`src/rtl/mips_cpu_muldiv_seq.sv`:
```
// Iterative multiply/divide unit owning HI/LO: shift-add multiply, restoring divide, UNROLL bits per edge.
// Optional `MULDIV_EARLY_TERM_EN: multiplies finish early once the remaining multiplier is zero.
module mips_cpu_muldiv_seq #(
  parameter int WIDTH  = 32,
  parameter int UNROLL = 1
) (
  input  logic             clk,
  input  logic             reset,
  input  logic             clk_enable,
  input  logic             start,
  input  logic [1:0]       op,
  input  logic [WIDTH-1:0] a,
  input  logic [WIDTH-1:0] b,
  input  logic             mthi,
  input  logic             mtlo,
  input  logic [WIDTH-1:0] wdata,
  output logic [WIDTH-1:0] hi,
  output logic [WIDTH-1:0] lo,
  output logic             busy,
  output logic             done
);

  localparam int K  = WIDTH / UNROLL;
  localparam int CW = $clog2(K + 1);

`ifdef MULDIV_EARLY_TERM_EN
  localparam bit EARLY_TERM = 1'b1;
`else
  localparam bit EARLY_TERM = 1'b0;
`endif

  typedef enum logic [1:0] {IDLE, RUN, FIX} state_t;

  state_t                 state, state_nxt;
  logic [CW-1:0]          count, count_nxt;
  logic [WIDTH-1:0]       hi_nxt, lo_nxt;
  logic                   busy_nxt, done_nxt;

  // Shared datapath: acc is the product for multiplies and the partial remainder for divides.
  logic [2*WIDTH-1:0]     acc, acc_nxt;
  logic [2*WIDTH-1:0]     mcand, mcand_nxt;
  logic [WIDTH-1:0]       mplier, mplier_nxt;
  logic                   is_div, neg_res, neg_rem, div0;
  logic                   div_carry;

  logic signed [WIDTH-1:0] a_s, b_s;
  logic                    a_neg, b_neg, launch, skip;
  logic [WIDTH-1:0]        a_mag, b_mag;

  function automatic logic [WIDTH-1:0] cneg(input logic [WIDTH-1:0] x, input logic neg);
    return neg ? (~x + 1'b1) : x;
  endfunction

  function automatic logic [2*WIDTH-1:0] cneg2(input logic [2*WIDTH-1:0] x, input logic neg);
    return neg ? (~x + 1'b1) : x;
  endfunction

  assign a_s    = a;
  assign b_s    = b;
  assign a_neg  = ~op[0] && (a_s < 0);
  assign b_neg  = ~op[0] && (b_s < 0);
  assign a_mag  = cneg(a, a_neg);
  assign b_mag  = cneg(b, b_neg);
  assign launch = (state == IDLE) && start;
  assign skip   = EARLY_TERM && !is_div && (mplier == '0);

  always_comb begin
    state_nxt  = state;
    count_nxt  = count;
    hi_nxt     = hi;
    lo_nxt     = lo;
    busy_nxt   = busy;
    done_nxt   = 1'b0;
    acc_nxt    = acc;
    mcand_nxt  = mcand;
    mplier_nxt = mplier;
    div_carry  = 1'b0;
    case (state)
      IDLE: begin
        if (start) begin
          state_nxt  = RUN;
          count_nxt  = CW'(K);
          busy_nxt   = 1'b1;
          mplier_nxt = b_mag;
          mcand_nxt  = {{WIDTH{1'b0}}, a_mag};
          acc_nxt    = op[1] ? {{WIDTH{1'b0}}, a_mag} : '0;
        end else begin
          if (mthi) hi_nxt = wdata;
          if (mtlo) lo_nxt = wdata;
        end
      end
      RUN: begin
        if (skip) begin
          state_nxt = FIX;
          count_nxt = '0;
        end else begin
          for (int i = 0; i < UNROLL; i++) begin
            if (is_div) begin
              // Bit shifted out of the top keeps the W+1-bit remainder exact.
              div_carry = acc_nxt[2*WIDTH-1];
              acc_nxt   = acc_nxt << 1;
              if (div_carry || (acc_nxt[2*WIDTH-1:WIDTH] >= mplier)) begin
                acc_nxt[2*WIDTH-1:WIDTH] = acc_nxt[2*WIDTH-1:WIDTH] - mplier;
                acc_nxt[0]               = 1'b1;
              end
            end else begin
              if (mplier_nxt[0]) acc_nxt = acc_nxt + mcand_nxt;
              mcand_nxt  = mcand_nxt << 1;
              mplier_nxt = mplier_nxt >> 1;
            end
          end
          count_nxt = count - 1'b1;
          if (count == CW'(1)) state_nxt = FIX;
        end
      end
      FIX: begin
        state_nxt = IDLE;
        busy_nxt  = 1'b0;
        done_nxt  = 1'b1;
        if (is_div) begin
          lo_nxt = div0 ? '1 : cneg(acc[WIDTH-1:0], neg_res);
          hi_nxt = cneg(acc[2*WIDTH-1:WIDTH], neg_rem);
        end else begin
          {hi_nxt, lo_nxt} = cneg2(acc, neg_res);
        end
      end
      default: state_nxt = IDLE;
    endcase
  end

  always_ff @(posedge clk) begin
    if (reset) begin
      state <= IDLE;
      count <= '0;
      hi    <= '0;
      lo    <= '0;
      busy  <= 1'b0;
      done  <= 1'b0;
    end else if (clk_enable) begin
      state <= state_nxt;
      count <= count_nxt;
      hi    <= hi_nxt;
      lo    <= lo_nxt;
      busy  <= busy_nxt;
      done  <= done_nxt;
    end
  end

  // Datapath and operand flags carry no reset; they are reloaded on every launch.
  always_ff @(posedge clk) begin
    if (clk_enable) begin
      acc    <= acc_nxt;
      mcand  <= mcand_nxt;
      mplier <= mplier_nxt;
      if (launch) begin
        is_div  <= op[1];
        neg_res <= a_neg ^ b_neg;
        neg_rem <= a_neg;
        div0    <= (b == '0);
      end
    end
  end

endmodule
```
`config.mk`:
```
export PLATFORM = sky130hd
export DESIGN_NAME = mips_cpu_muldiv_seq
export DESIGN_NICKNAME = d
export VERILOG_FILES = /design/src/rtl/mips_cpu_muldiv_seq.sv
export SDC_FILE = /design/constraint.sdc
export NUM_CORES = 1
export LEC_CHECK = 0
export ABC_CLOCK_PERIOD_IN_PS = 8800
export CAP_MARGIN = 20
export CELL_PAD_IN_SITES_DETAIL_PLACEMENT = 2
export CELL_PAD_IN_SITES_GLOBAL_PLACEMENT = 2
export CORE_MARGIN = 5
export CORE_UTILIZATION = 36
export CTS_BUF_LIST = sky130_fd_sc_hd__clkbuf_16
export CTS_CLUSTER_SIZE = 40
export DETAILED_ROUTE_END_ITERATION = 6
export HOLD_SLACK_MARGIN = 0.03
export PLACE_DENSITY_LB_ADDON = 0.1
export SYNTH_ARGS = -nofsm -noshare
export SYNTH_HDL_FRONTEND = slang
export SYNTH_SLANG_ARGS = --single-unit
```
`constraint.sdc`:
```
create_clock -name clk -period 8.8 [get_ports clk]
set_input_delay 1.76 -clock clk [delete_from_list [all_inputs] [get_ports clk]]
set_output_delay 1.76 -clock clk [all_outputs]
set_load 0.03 [all_outputs]
```
==> metrics <==
Synth top area share 0.270; CTS sink cnt 238; routability-driven placement congestion ratio 0.882; max incr delay on CP 0.53 ns; initial antenna violation count 1; remaining global-route overflow 0; gate count after technology mapping 2169; slew margin rel. 0.221; worst path bufs/invs 2; Netlist cell types 72; worst skew pair latency 0.60 ns; number of setup buffers added after CTS 0; Setup WS pre-CTS 3.36 ns; min-delay worst type reg2reg; Sum Neg Setup Slack 0 ns; first-pass GRT wire length 113 mm; critical path data arrival time 5.38 ns; fraction of the mapped netlist area in simple logic gates 0.179; Synth Net Count 2376; PwrDens 181 nW/um2; clock buffer depth 3; Layout area overhead 17.7%; Max-Cap Viols 0; Synth Area in XOR/XNOR 0.0973; Root Driver clkbuf_16; site row count 82; die span in y 235 um; Post-synth top flop edfxtp_1; clk_skew 0.0122 ns; Ports 170; unrepaired setup endpoints after global routing false; DP HPWL 56.4 mm; routed vias/inst 5.90; CP top delay family compound AO/OA/AOI/OAI gates; post-DR wirelength/cell 24.7 um; Final Net Count 2481; post-CTS resize count 0; largest net degree at the start of global routing 73; fmax 0.204 GHz; Final ANT Viol Nets 0; main combinational cell family by area after synthesis compound AO/OA/AOI/OAI gates; ranking of synthesized cells by area edfxtp_1 (27%), dfxtp_1 (8.1%), ha_1 (6.9%), a21oi_1 (6.8%), xnor2_1 (5.3%); Mapped Area 18300 um2; vias in the first global route 18600; crit-path cells inv_1, ha_1, fa_1, nor2b_1, o21ai_0, a21boi_0, o21ai_0, a211oi_1, nor3_1, a211o_1, a21oi_4, buf_4, nand3_1, or3_1, o21ai_0, a21o_1; hold buffers post-CTS 0; Synth Area in Compound Gates 0.245; Synth area leader edfxtp_1; Setup crit start kind flop; Worst Slack Setup Final 3.89 ns; H-tree levels 1; ratio of cells with drive above 1 in the final layout 0.0436; Vias 17500; Final setup viols 0; post-synthesis adder-cell area fraction 0.0714; Post-synth EDFFs 164; maximum vdd drop 162 uV; Worst EP required 9.27 ns; Starting Density 0.364; Reg-to-Reg Start acc[31]; leakage 8.13 nW; run status complete, no violations; post-synthesis register bit count 238; DRC 0; FFs w/ async S/R, synth 0; worst slew pin tran 1.16 ns; crit end category flop; Worst path most repeated cell o21ai_0; Fin. Hold Viols 0; final WL 73.3 mm; Final period util 0.558; syn avg cell area 8.42 um2; Final min period 4.91 ns; sequential area share after synthesis 0.351; Crit Path Max Fanout 38; Die W 235 um; core area 50200 um2; Iter 0 DRT Violations 960; slowest stage cell on the critical path a211oi_1; Global Route Usage Sum 0.253; clock-pin slew on the worst setup and hold paths 0.06 ns; post-synthesis mux area share 0.0168; WS Path Type reg2reg; ant diodes 0; CTS tree built; Util after Layout 0.429; Initial DRT Pass Iterations 5; yosys warns 0; CTS Buf Count 31; Hold Startpoint lo[20]; die area 55300 um2; port buffer count 169; max-slew violation count 0; Critical Path Start acc[31]
worst register-to-register path, stage by stage, from the launching register on:
cell,delay (ns)
edfxtp_1,0.50
inv_1,0.20
ha_1,0.27
fa_1,0.43
nor2b_1,0.14
o21ai_0,0.12
a21boi_0,0.36
o21ai_0,0.21
a211oi_1,0.53
nor3_1,0.17
a211o_1,0.33
a21oi_4,0.12
buf_4,0.51
nand3_1,0.25
or3_1,0.41
o21ai_0,0.16
a21o_1,0.10
synthesized netlist by cell type, types with 13 or more instances:
| cell type | instances |
|---|---|
| a211oi_1 | 50 |
| o22ai_1 | 41 |
| a31oi_1 | 18 |
| edfxtp_1 | 164 |
| inv_1 | 72 |
| nand3_1 | 38 |
| nand4_1 | 23 |
| clkbuf_1 | 99 |
| a21oi_1 | 250 |
| and3_1 | 13 |
| xnor2_1 | 110 |
| ha_1 | 101 |
| or4_1 | 13 |
| o21a_1 | 19 |
| or3_1 | 14 |
| nand2_1 | 183 |
| xor2_1 | 93 |
| mux2i_1 | 24 |
| o21ai_0 | 131 |
| o31ai_1 | 22 |
| a21o_1 | 69 |
| nor2b_1 | 18 |
| o221ai_1 | 16 |
| nand2b_1 | 27 |
| dfxtp_1 | 74 |
| a311oi_1 | 19 |
| nor4_1 | 25 |
| nor2_1 | 227 |
| nor3_1 | 43 |
| o21bai_1 | 19 |
| and2_1 | 37 |
cells in the final DEF, fill, tap and decap left out, types with 79 or more instances in the layout:
cell | synthesis | routed
a21oi_1 | 250 | 247
clkdlybuf4s50_1 | 0 | 168
edfxtp_1 | 164 | 164
ha_1 | 101 | 101
inv_1 | 72 | 79
nand2_1 | 183 | 183
nor2_1 | 227 | 227
o21ai_0 | 131 | 130
xnor2_1 | 110 | 110
xor2_1 | 93 | 93
worst paths after layout:
| path | depth (start not counted) | to | slack (ns) |
|---|---|---|---|
| setup / recovery | 16 | acc[59] | 3.89 |
| hold / removal | 2 | lo[20] | 0.46 |
| setup reg to reg | 16 | acc[59] | 3.89 |
| hold reg to reg | 2 | lo[20] | 0.46 |
layout make-up:
cell class	instances	area, um2
Fill cell	5534	28700
Multi-Input combinational cell	1740	11200
Sequential cell	238	6410
Timing Repair Buffer	190	1870
Tap cell	672	841
Clock buffer	32	801
Inverter	73	274
Clock inverter	23	110
through the flow:
| step | instances | instance area (um2) | power [mW] | hold WS, ns |
|---|---|---|---|---|
| 2_1_floorplan | 2169 | 18300 | 2.27 | 0.477 |
| 3_3_place_gp | 2911 | 20500 | 2.66 | 0.444 |
| 3_5_place_dp | 2911 | 20500 | 2.71 | 0.450 |
| 4_1_cts | 2966 | 21500 | 3.91 | 0.457 |
| 5_1_grt | 2968 | 21500 | 4.08 | 0.473 |
| 6_report | 2968 | 21500 | 3.89 | 0.456 |
cells by family (layout without fill, tap and decap cells):
family / count (synthesis) / in the layout
simple gates: 689 / 689
compound gates: 715 / 715
fa+ha+maj: 103 / 103
buf+inv: 191 / 318
flops: 238 / 238
mux: 30 / 30
xor+xnor: 203 / 203
sequential cells by signal, indices dropped and copies added (netlist names), 2 cells and up:
name and cells:
mplier 32, state 2, mcand 64, acc 64, lo 32, hi 32
count 6
layer usage:
| layer | wire [um] | part of all wire | vias to the layer above | global-route usage |
|---|---|---|---|---|
| met2 | 34900 | 0.48 | 349 | 0.434 |
| met1 | 33500 | 0.46 | 8907 | 0.345 |
| li1 | - | - | 8174 | - |
| met5 | 0 | 0 | - | 0 |
| met4 | 1620 | 0.022 | 0 | 0.0505 |
| met3 | 3350 | 0.046 | 90 | 0.0316 |
power breakdown:
part | switching (mW) | total (mW) | internal [mW] | leakage, nW
registers | 0.119 | 1.43 | 1.31 | 2.18
logic | 0.774 | 1.27 | 0.497 | 5.47
clock network | 0.533 | 1.18 | 0.651 | 0.483
Power figures use the tool's default switching activity.
